===== config.mk =====
export PLATFORM = sky130hd
export DESIGN_NAME = hbm_edge_rqst_gen
export DESIGN_NICKNAME = d
export VERILOG_FILES = /design/src/rtl/hbm_edge_rqst_gen.sv
export SDC_FILE = /design/constraint.sdc
export NUM_CORES = 1
export LEC_CHECK = 0
export ABC_AREA = 1
export BUFFER_PORTS_ARGS = -buffer_cell sky130_fd_sc_hd__buf_4
export CAP_MARGIN = 15
export CORE_MARGIN = 3
export CORE_UTILIZATION = 58
export CTS_CLUSTER_DIAMETER = 120
export DETAILED_ROUTE_END_ITERATION = 8
export PLACE_DENSITY_LB_ADDON = 0.2
export SLEW_MARGIN = 30
export SYNTH_ARGS = -nofsm -noshare
export SYNTH_HDL_FRONTEND = slang
export SYNTH_SLANG_ARGS = --single-unit

===== constraint.sdc =====
create_clock -name clk -period 9.95 [get_ports clk]
set_input_delay 0 -clock clk [delete_from_list [all_inputs] [get_ports clk]]
set_output_delay 0 -clock clk [all_outputs]
set_load 0.01 [all_outputs]

===== src/rtl/hbm_edge_rqst_gen.sv =====
// Edge-request generator: expands one (offset, degree) vertex descriptor into
// ascending HBM line-read requests with per-line lane masks and vertex tags.
module hbm_edge_rqst_gen #(
    parameter int V_ID_WIDTH   = 32,
    parameter int V_OFF_DWIDTH = 32,
    parameter int HBM_AWIDTH   = 32,
    parameter int EPL_WIDTH    = 3,
    parameter int EPL          = 1 << EPL_WIDTH
) (
    input  logic                    clk,
    input  logic                    rst,
    input  logic [V_ID_WIDTH-1:0]   active_v_id,
    input  logic [V_OFF_DWIDTH-1:0] active_v_off,
    input  logic [V_OFF_DWIDTH-1:0] active_v_deg,
    input  logic                    active_v_valid,
    output logic                    active_v_ready,
    input  logic                    stage_full,
    output logic [HBM_AWIDTH-1:0]   front_rd_hbm_edge_addr,
    output logic                    front_rd_hbm_edge_valid,
    output logic [V_ID_WIDTH-1:0]   front_rd_hbm_edge_vid,
    output logic [EPL-1:0]          front_rd_hbm_edge_mask,
    output logic                    front_rd_hbm_edge_last,
    output logic                    busy
);

    // Line indices keep one extra bit so the end line of a descriptor that
    // runs past the top of the offset space does not wrap.
    localparam int LW = V_OFF_DWIDTH + 1 - EPL_WIDTH;
    localparam logic [LW-1:0] LINE_ONE = {{(LW-1){1'b0}}, 1'b1};

    typedef enum logic [0:0] {
        S_IDLE  = 1'b0,
        S_ISSUE = 1'b1
    } state_t;

    state_t                  r_state;
    logic [LW-1:0]           r_cur_line;
    logic [LW-1:0]           r_end_line;
    logic [EPL_WIDTH-1:0]    r_s_lane;
    logic [EPL_WIDTH-1:0]    r_e_lane;
    logic                    r_first;
    logic [V_ID_WIDTH-1:0]   r_vid;
    logic                    r_valid;
    logic [HBM_AWIDTH-1:0]   r_addr;
    logic [V_ID_WIDTH-1:0]   r_out_vid;
    logic [EPL-1:0]          r_mask;
    logic                    r_last;

    logic [V_OFF_DWIDTH:0]   w_end_off;
    logic [LW-1:0]           w_start_line;
    logic                    w_accept;
    logic                    w_is_last;
    logic                    w_deg_zero;

    function automatic logic [EPL-1:0] f_lane_mask(
        input logic                 first,
        input logic                 last,
        input logic [EPL_WIDTH-1:0] s_lane,
        input logic [EPL_WIDTH-1:0] e_lane
    );
        logic [EPL-1:0] m;
        m = {EPL{1'b1}};
        for (int k = 0; k < EPL; k++) begin
            if (first && (EPL_WIDTH'(k) < s_lane)) begin
                m[k] = 1'b0;
            end else if (last && (EPL_WIDTH'(k) > e_lane)) begin
                m[k] = 1'b0;
            end else begin
                m[k] = 1'b1;
            end
        end
        return m;
    endfunction

    assign w_end_off    = {1'b0, active_v_off} + {1'b0, active_v_deg}
                        - {{V_OFF_DWIDTH{1'b0}}, 1'b1};
    assign w_start_line = {1'b0, active_v_off[V_OFF_DWIDTH-1:EPL_WIDTH]};
    assign w_deg_zero   = (active_v_deg == {V_OFF_DWIDTH{1'b0}});
    assign w_accept     = active_v_valid && active_v_ready;
    assign w_is_last    = (r_cur_line == r_end_line);

    assign active_v_ready          = (r_state == S_IDLE) && !rst;
    assign busy                    = (r_state != S_IDLE) || r_valid;
    assign front_rd_hbm_edge_valid = r_valid;
    assign front_rd_hbm_edge_addr  = r_addr;
    assign front_rd_hbm_edge_vid   = r_out_vid;
    assign front_rd_hbm_edge_mask  = r_mask;
    assign front_rd_hbm_edge_last  = r_last;

    // Descriptor capture, per-line request issue and output registers.
    always_ff @(posedge clk or posedge rst) begin
        if (rst) begin
            r_state    <= S_IDLE;
            r_cur_line <= {LW{1'b0}};
            r_end_line <= {LW{1'b0}};
            r_s_lane   <= {EPL_WIDTH{1'b0}};
            r_e_lane   <= {EPL_WIDTH{1'b0}};
            r_first    <= 1'b0;
            r_vid      <= {V_ID_WIDTH{1'b0}};
            r_valid    <= 1'b0;
            r_addr     <= {HBM_AWIDTH{1'b0}};
            r_out_vid  <= {V_ID_WIDTH{1'b0}};
            r_mask     <= {EPL{1'b0}};
            r_last     <= 1'b0;
        end else begin
            case (r_state)
                S_IDLE: begin
                    r_valid <= 1'b0;
                    // A zero-degree descriptor is consumed without leaving IDLE.
                    if (w_accept && !w_deg_zero) begin
                        r_cur_line <= w_start_line;
                        r_end_line <= w_end_off[V_OFF_DWIDTH:EPL_WIDTH];
                        r_s_lane   <= active_v_off[EPL_WIDTH-1:0];
                        r_e_lane   <= w_end_off[EPL_WIDTH-1:0];
                        r_first    <= 1'b1;
                        r_vid      <= active_v_id;
                        r_state    <= S_ISSUE;
                    end else begin
                        r_state    <= S_IDLE;
                    end
                end
                S_ISSUE: begin
                    if (stage_full) begin
                        r_valid <= 1'b0;
                    end else begin
                        r_valid    <= 1'b1;
                        r_addr     <= HBM_AWIDTH'(r_cur_line);
                        r_mask     <= f_lane_mask(r_first, w_is_last, r_s_lane, r_e_lane);
                        r_last     <= w_is_last;
                        r_out_vid  <= r_vid;
                        r_cur_line <= r_cur_line + LINE_ONE;
                        r_first    <= 1'b0;
                        if (w_is_last) begin
                            r_state <= S_IDLE;
                        end else begin
                            r_state <= S_ISSUE;
                        end
                    end
                end
                default: begin
                    r_state <= S_IDLE;
                    r_valid <= 1'b0;
                end
            endcase
        end
    end

endmodule


* After elaboration in Yosys (flattened, before gate mapping)
Index checks and enable logic that the tools add are counted.
** Storage, ports and cells
- Bits in registers :: 172
- Input port bits :: 100
- Logic and storage cells :: 90
** Cells by class
- Add/subtract/negate cells :: 3
- Reduce and logical (&&, ||, !) cells :: 26
- Bitwise gates (word level) :: 2
- Eq/ne operators :: 3
- Muxes and demuxes :: 28
- Order comparisons :: 16
** Operators with widths (count)
- $mux 30 :: 2
- $pmux 30 s2 :: 1
- $add 32x32->33 :: 1
- $sub 33x1->33 const B :: 1
- $logic_not 32->1 :: 1
- $add 30x1->30 const B :: 1
- $eq 30x30->1 :: 1
- $mux 1 :: 22
- $logic_and 1x1->1 :: 19
- $gt 3x3->1 const A :: 4
- $lt 3x3->1 const A :: 4
- $gt 1x3->1 const A :: 2
- $gt 2x3->1 const A :: 2
- $lt 1x3->1 const A :: 2
- $lt 2x3->1 const A :: 2
- $pmux 1 s2 :: 3
- $reduce_and 2->1 :: 3
- $logic_not 1->1 :: 2
- $ne 2x1->1 const B :: 1
- $ne 2x2->1 const B :: 1
- $not 1->1 :: 2
- $logic_or 1x1->1 :: 1

* Logic depth before layout (Yosys ltp)
Gate-level depths: netlist of the first run.
- Depth in word-level cells :: 6
- Depth in mapped cells :: 17

* Worst setup path after synthesis of the first run
Ideal clock, no wire load.
- Path type :: in2reg
- From :: input port active_v_off[1]
- To :: register r_end_line[14]
- Stages :: 14
- Path slack :: 8174 ps
- Arrival :: 1660 ps
- Data required time :: 9833 ps
- Cell sequence :: inv_1 -> ha_1 -> inv_1 -> ha_1 -> fa_1 -> nand3_1 -> nand3_1 -> nand2_1 -> nand2_1 -> nand2_1 -> nand2_1 -> xor2_1 -> nand2_1 -> nand2_1
** Between the ends
- Cells in the longest elaborated chain, start to end :: 2
** Ends and longest elaborated chain
- start, declared :: RTL line 13 : input logic [V_OFF_DWIDTH-1:0] active_v_off,
- $add 32x32->33 :: RTL line 75 : assign w_end_off = {1'b0, active_v_off} + {1'b0, active_v_deg}
- $sub 33x1->33 :: RTL line 76 : - {{V_OFF_DWIDTH{1'b0}}, 1'b1};
- end signal, assigned :: RTL line 95 : r_end_line <= {LW{1'b0}};
- end signal, assigned :: RTL line 112 : r_end_line <= w_end_off[V_OFF_DWIDTH:EPL_WIDTH];
- end, declared :: RTL line 38 : logic [LW-1:0] r_end_line;
No other way between the ends.
A chain may end at the register's enable or synchronous reset.

* Worst setup path after layout of the first run
- From :: input port active_v_off[1]
- To :: register r_end_line[10]
The elaborated chain is that of the path after synthesis.

==> impl_metrics.tcl, run 1 <==
set metrics [dict create \
    clock_tree.root_cell "sky130_fd_sc_hd__clkbuf_16" \
    finClkSkew_ns 0.0136 \
    cts_setup_buffers 0 \
    r2r-end "r_cur_line[8]" \
    critical_path.endpoint "r_end_line[10]" \
    critical_path.reg2reg.startpoint "r_state" \
    rr_worst_depth 8 \
    grt_max_degree 105 \
    cap_viol_max_count 0 \
    buffer_ports.inserted 173 \
    antenna_violating_nets_post_route 0 \
    cts_tree "done" \
    detail_route.wl_per_cell_um 15.6 \
    postSynth.asyncResetShare_pct 100 \
    finalNetCount 2035 \
    detailed_route_vias_per_instance 5.24 \
    route.vias.total 11200 \
    fraction_of_final_layout_cells_sized_beyond_drive_strength_1_pct 13.1 \
    max_freq_ghz 0.387 \
    yosysSeqAreaShare_pct 38.3 \
    syn-mean-instance-area_um2 6.80 \
    startpoint "active_v_off[1]" \
    syn_to_final_growth_pct 23.9 \
    critical_path.startpoint_type "primary input" \
    grt-ovfl-total 0 \
    power.total_mw 3.12 \
    floorplan.die_area_um2 21100 \
    timing.slew.headroom_pct 42.8 \
    drtPass1Iterations 8 \
    syn-instance-count 1655 \
    clock_transition_time_at_the_flip_flop_clock_pins_of_the_worst_setup_and_hold_paths_ns 0.07 \
    fp.coreArea_um2 18900 \
    gpl.final_weighted_congestion 1.00 \
    clk-insertion-delay-late_ns 0.44 \
    power.ir.vdd_worst_uv 149 \
    clkSinkCount 172 \
    synth_enable_flop_cells 0 \
    utilization_pct 73.8 \
    cts_repair_resize_count 0 \
    placed_wire_length_estimate_um 24200 \
    vias_in_the_first_global_route 10700 \
    worstPathRequired_ns 10.23 \
    global_route.peak_usage_layer "met2" \
    fill_cells 1567 \
    r2r_slack_ns 7.47 \
    grtUsageTotal_pct 31.7 \
    worst_ep_arrival_time_ns 2.86 \
    std_cell_rows 50 \
    start_util_pct 59.5 \
    number_of_hold_violations_in_the_final_report 0 \
    wire_length_of_the_first_global_routing_pass_um 54000 \
    final_max_slew_viol_count 0 \
    hold_path.class "in -> reg" \
    grtUsageMet3_pct 5.12 \
    finalWirelength_um 33400 \
    drt_first_iter_violations 866 \
    dieHeight_um 145 \
    grt_setup_unrepaired "no" \
    cts_hold_repair.buffers 66 \
    die-width_um 145 \
    ys_warn_count 0 \
    period_share_pct 25.9 \
    top_level_i_o_count 176 \
    setup_viol 0 \
    layout_min_cycle_time_ns 2.58 \
    p_per_area_nw_per_um2 224 \
    setup_tns_ns 0 \
    post_synth_instance_area_um2 11200 \
    antenna_found_initial 1 \
    h_tree_level_count 4 \
    synth_top_flop_cell "sky130_fd_sc_hd__dfrtp_1" \
    critical-path-slowest-cell "sky130_fd_sc_hd__dlygate4sd3_1" \
    maximum_root_to_sink_buffer_count 2 \
    leak_nw 7.79 \
    critical_path.most_common_cell "sky130_fd_sc_hd__nand3_1" \
    synth_seq_cells 172 \
    number_of_cts_inserted_buffers 17 \
    grtUsageMet2_pct 53.1 \
    tightest_slew_ns 0.858 \
    slowest_delay_ns 0.54 \
    timing.critical_path.cells "dlygate4sd3_1 > buf_4 > inv_1 > ha_1 > inv_1 > ha_1 > fa_1 > nand3_1 > nand3_1 > nand3_1 > nand3_1 > xnor2_1 > o21ai_0" \
    outcome "complete, no violations" \
    finalHoldWorstSlack_ns 0.0251 \
    setup.worst_path.class "in -> reg" \
    path_max_fanout 4 \
    netlist-cell-type-count 35 \
    global_route.usage.met1_pct 42.0 \
    setup.worst_path.end_class "register" \
    drcViolationCount 0 \
]
worst min-delay path by stage:
stage                               start             end  slack (ns)  depth (start not counted)
after floorplan                       rst  active_v_ready        0.04                          1
after global placement    active_v_id[31]       r_vid[31]        0.20                          3
after detailed placement   active_v_id[4]        r_vid[4]        0.20                          3
after CTS                 active_v_deg[0]     r_e_lane[0]        0.03                          4
after global routing      active_v_deg[0]     r_e_lane[0]        0.04                          4
final                     active_v_deg[0]     r_e_lane[0]        0.03                          4
worst max-delay path, delay by kind of cell:
kind	cells	cell delay (ns)
fa+ha+maj	3	1.04
buf+inv	4	0.73
simple gates	4	0.65
xor+xnor	1	0.33
compound gates	1	0.11
flip-flops by register name (all words and copies together) (netlist names):
register,count
r_first,1
front_rd_hbm_edge_addr,30
r_s_lane,3
front_rd_hbm_edge_vid,32
front_rd_hbm_edge_last,1
r_cur_line,30
front_rd_hbm_edge_valid,1
front_rd_hbm_edge_mask,8
r_state,1
r_vid,32
r_e_lane,3
r_end_line,30
stage by stage:
stage | instance area (um^2) | instances | worst slack [ns]
3_5_place_dp | 12700 | 2045 | 6.96
4_1_cts | 13900 | 2143 | 6.96
5_1_grt | 13900 | 2144 | 7.21
2_1_floorplan | 11300 | 1656 | 5.29
6_report | 13900 | 2144 | 7.37
3_3_place_gp | 12700 | 2045 | 7.02
cells in the final DEF, fill, tap and decap left out, types with 16 or more instances in the layout:
cell                            count
sky130_fd_sc_hd__ha_1              64
sky130_fd_sc_hd__nand3_1          122
sky130_fd_sc_hd__nand2_1          660
sky130_fd_sc_hd__o21ai_1           16
sky130_fd_sc_hd__nor2_1            92
sky130_fd_sc_hd__xnor2_1           33
sky130_fd_sc_hd__a21oi_1           26
sky130_fd_sc_hd__dfrtp_1          172
sky130_fd_sc_hd__o21ai_0           58
sky130_fd_sc_hd__buf_4            175
sky130_fd_sc_hd__inv_1            272
sky130_fd_sc_hd__nand4_1           19
sky130_fd_sc_hd__clkbuf_16         17
sky130_fd_sc_hd__dlygate4sd3_1     66
layout make-up:
| class | instances | area, um^2 | share of cell area (%) |
|---|---|---|---|
| well taps | 260 | 325 | 2.33 |
| clock buffers | 18 | 439 | 3.15 |
| multi-input cells | 1152 | 5620 | 40.3 |
| clock inverters | 14 | 169 | 1.21 |
| flip-flops and latches | 172 | 4300 | 30.9 |
| inverters | 284 | 1080 | 7.72 |
| repair buffers | 243 | 2000 | 14.3 |
| diodes | 1 | 2.50 | 0.0180 |
cell families (layout without fill, tap and decap cells):
| kind of cell | Yosys count | in the layout | share of synthesized area [%] |
|---|---|---|---|
| AO/OA/AOI/OAI | 105 | 105 | 4.78 |
| XOR/XNOR | 41 | 41 | 3.19 |
| adder cells (fa/ha/maj) | 65 | 65 | 7.30 |
| buffers and inverters | 332 | 559 | 11.9 |
| flip-flops | 172 | 172 | 38.3 |
| other | 1 | 3 | 0.0333 |
| AND/OR/NAND/NOR | 939 | 939 | 34.6 |
Yosys cell counts, types with 3 or more instances:
master,count,area [um^2]
sky130_fd_sc_hd__xor2_1,8,70.1
sky130_fd_sc_hd__ha_1,64,801
sky130_fd_sc_hd__nor3_1,13,65.1
sky130_fd_sc_hd__nand2_1,660,2480
sky130_fd_sc_hd__nand3_1,122,611
sky130_fd_sc_hd__o21bai_1,3,22.5
sky130_fd_sc_hd__o21ai_0,58,290
sky130_fd_sc_hd__nand3b_1,6,45.0
sky130_fd_sc_hd__inv_1,273,1020
sky130_fd_sc_hd__xnor2_1,33,289
sky130_fd_sc_hd__dfrtp_1,172,4300
sky130_fd_sc_hd__nor2_2,3,18.8
sky130_fd_sc_hd__nand2_2,7,43.8
sky130_fd_sc_hd__clkbuf_1,8,30.0
sky130_fd_sc_hd__a21oi_1,26,130
sky130_fd_sc_hd__nor3_2,5,50.1
sky130_fd_sc_hd__inv_2,10,37.5
sky130_fd_sc_hd__nand4_1,19,119
sky130_fd_sc_hd__buf_2,27,135
sky130_fd_sc_hd__or2_2,3,18.8
sky130_fd_sc_hd__o21ai_1,16,80.1
sky130_fd_sc_hd__buf_4,12,90.1
sky130_fd_sc_hd__nor2_1,92,345
layer usage:
layer | share of wire, % | vias to the layer above | wire, um
met5 | 0 | - | 0
met4 | 3.3 | 0 | 1100
met3 | 7.3 | 83 | 2440
met2 | 48 | 464 | 15900
met1 | 42 | 5197 | 13900
li1 | - | 5498 | -
power breakdown:
group          total, mW  switching (mW)  internal (mW)
combinational       1.19           0.675          0.512
clock              0.681           0.315          0.366
sequential          1.25           0.265          0.988
No activity file was read; power rests on OpenSTA's default activity.
==> inputs of run 2 (changes only) <==
--- a/config.mk
+++ b/config.mk
@@ -9,7 +9,7 @@
 export BUFFER_PORTS_ARGS = -buffer_cell sky130_fd_sc_hd__buf_4
 export CAP_MARGIN = 15
 export CORE_MARGIN = 3
-export CORE_UTILIZATION = 58
+export CORE_UTILIZATION = 52
 export CTS_CLUSTER_DIAMETER = 120
 export DETAILED_ROUTE_END_ITERATION = 8
 export PLACE_DENSITY_LB_ADDON = 0.2
==> constraint.sdc (replaced) <==
create_clock -name clk -period 2.3 [get_ports clk]
set_input_delay 0 -clock clk [delete_from_list [all_inputs] [get_ports clk]]
set_output_delay 0 -clock clk [all_outputs]
set_load 0.01 [all_outputs]
==> impl_metrics.tcl, run 2 (synthesis gave the netlist of run 1 again) <==
set metrics [dict create \
    critical_path.reg2reg.startpoint "r_state" \
    hold_path.class "in -> reg" \
    critical_path.startpoint_type "primary input" \
    clk-insertion-delay-late_ns 0.44 \
    finalWirelength_um 33700 \
    final_cell_mix "sky130_fd_sc_hd__nand2_1, sky130_fd_sc_hd__inv_1, sky130_fd_sc_hd__buf_4" \
    maximum_root_to_sink_buffer_count 2 \
    utilization_pct 66.6 \
    cts_tree "done" \
    fin_ws_ns 0.0850 \
    critical_path.most_common_cell "sky130_fd_sc_hd__nand3_1" \
    worstHoldStart "active_v_deg[0]" \
    slowest_delay_ns 0.53 \
    power.ir.vdd_worst_uv 484 \
    startpoint "active_v_off[1]" \
    period_share_pct 96.3 \
    placed_wire_length_estimate_um 26000 \
    std_cell_rows 53 \
    die-width_um 153 \
    setup_tns_ns 0 \
    finalHoldWorstSlack_ns 0.0320 \
    vias_in_the_first_global_route 10500 \
    detail_route.wl_per_cell_um 15.6 \
    clkSinkCount 172 \
    floorplan.die_area_um2 23400 \
    layout.cells.most_common "sky130_fd_sc_hd__nand2_1" \
    critical-path-slowest-cell "sky130_fd_sc_hd__dlygate4sd3_1" \
    leak_nw 7.85 \
    grt_max_degree 79 \
    fill_cells 1913 \
    max_freq_ghz 0.451 \
    critical_path.endpoint "r_end_line[22]" \
    path_max_fanout 4 \
    grtUsageTotal_pct 28.8 \
    route.vias.total 11100 \
    drcViolationCount 0 \
    p_per_area_nw_per_um2 952 \
    rr_worst_depth 7 \
    start_util_pct 53.2 \
    timing.critical_path.max_delay_family "adder cells" \
    finalNetCount 2047 \
    fraction_of_final_layout_cells_sized_beyond_drive_strength_1_pct 14.1 \
    tightest_slew_ns 0.734 \
    setup_slack_after_placement_ns 0.165 \
    antenna_violating_nets_post_route 0 \
    antenna-diode-count 0 \
    grt-ovfl-total 0 \
    wire_length_of_the_first_global_routing_pass_um 53900 \
    dieHeight_um 153 \
    outcome "complete, no violations" \
    regArea_um2 4310 \
    timing.critical_path.cells "dlygate4sd3_1 > buf_4 > inv_1 > ha_1 > inv_1 > ha_1 > fa_2 > nand3_1 > nand3_1 > nand2_1 > nand2_1 > nand3_1 > nand4_1 > nand3_1 > nand2_1" \
    h_tree_level_count 4 \
    clock_transition_time_at_the_flip_flop_clock_pins_of_the_worst_setup_and_hold_paths_ns 0.07 \
    top_level_i_o_count 176 \
    cp_num_cells 15 \
    setup.worst_path.end_class "register" \
    antenna_found_initial 0 \
    r2r-end "r_cur_line[6]" \
    drt_first_iter_violations 1022 \
    fp.coreArea_um2 21200 \
    setup_viol 0 \
    number_of_hold_violations_in_the_final_report 0 \
    drtPass1Iterations 5 \
    layout_min_cycle_time_ns 2.21 \
    multi_input_area_um2 5650 \
    worstPathRequired_ns 2.63 \
    gpl.final_weighted_congestion 1.00 \
    timing.slew.headroom_pct 50.9 \
    final_max_slew_viol_count 0 \
    number_of_cts_inserted_buffers 17 \
    detailed_route_vias_per_instance 5.11 \
    clock_tree.root_cell "sky130_fd_sc_hd__clkbuf_16" \
    r2r_slack_ns 0.32 \
    finClkSkew_ns 0.0124 \
    cts_setup_buffers 0 \
    grt_setup_unrepaired "no" \
    crit_buf_inv 4 \
    worst_ep_arrival_time_ns 2.54 \
    setup.worst_path.class "in -> reg" \
    buffer_ports.inserted 173 \
    syn_to_final_growth_pct 25.3 \
    cap_viol_max_count 0 \
]
-- run 2: cell types whose count changed in the layout (fill, tap and decap cells not counted), sizes merged --
cell and delta:
buf +12, inv -3, clkinv +1, bufinv -1, clkbuf -1, diode -1
clkinvlp +3
-- run 2: per-stage QoR --
stage	std cells	power, mW	instance area, um^2
2_1_floorplan	1656	8.46	11300
3_3_place_gp	2072	10.3	12800
3_5_place_dp	2072	10.5	12800
4_1_cts	2169	13.4	14100
5_1_grt	2169	14.4	14100
6_report	2169	13.4	14100
-- run 2: worst min-delay path, stage by stage --
cell	delay, ns
sky130_fd_sc_hd__buf_4	0.11
sky130_fd_sc_hd__inv_2	0.11
sky130_fd_sc_hd__ha_1	0.13
sky130_fd_sc_hd__o21ai_0	0.07
-- run 2: routing by layer --
| layer | global-route usage, % | up-vias | part of all wire, % | routed length (um) |
|---|---|---|---|---|
| li1 | - | 5525 | - | - |
| met1 | 40.7 | 5126 | 45 | 15300 |
| met2 | 46.0 | 362 | 46 | 15600 |
| met3 | 4.30 | 63 | 6.1 | 2050 |
| met4 | 8.70 | 0 | 2.4 | 808 |
| met5 | 0 | - | 0 | 0 |
-- run 2: repair_timing --
item                                    in CTS  in global routing
resized for setup                            0                 10
hold buffers                                66                  0
endpoints found under the setup margin       0                 14
hold endpoints to repair                    92                  0
-- run 2: area by class of cell --
type                       count  area share [%]
sequential                   172            30.5
multi-input combinational   1152            40.1
clock inverter                14            1.11
clock buffer                  17            3.02
inverter                     284            7.60
timing repair buffer         255            15.2
tap                          275            2.44
-- run 2: worst min-delay path by stage --
stage                          end  slack, ns  cells after the start
finish                 r_e_lane[0]       0.03                      4
global route           r_e_lane[0]       0.05                      4
CTS                    r_e_lane[0]       0.03                      4
detailed placement       r_vid[10]       0.18                      2
global placement         r_vid[10]       0.17                      2
floorplan           active_v_ready       0.04                      1
-- run 2: power breakdown --
| group | internal, mW | switching (mW) | leakage [nW] |
|---|---|---|---|
| Clock | 1.44 | 1.38 | 0.273 |
| Sequential | 4.27 | 1.16 | 2.16 |
| Combinational | 2.26 | 2.90 | 5.42 |
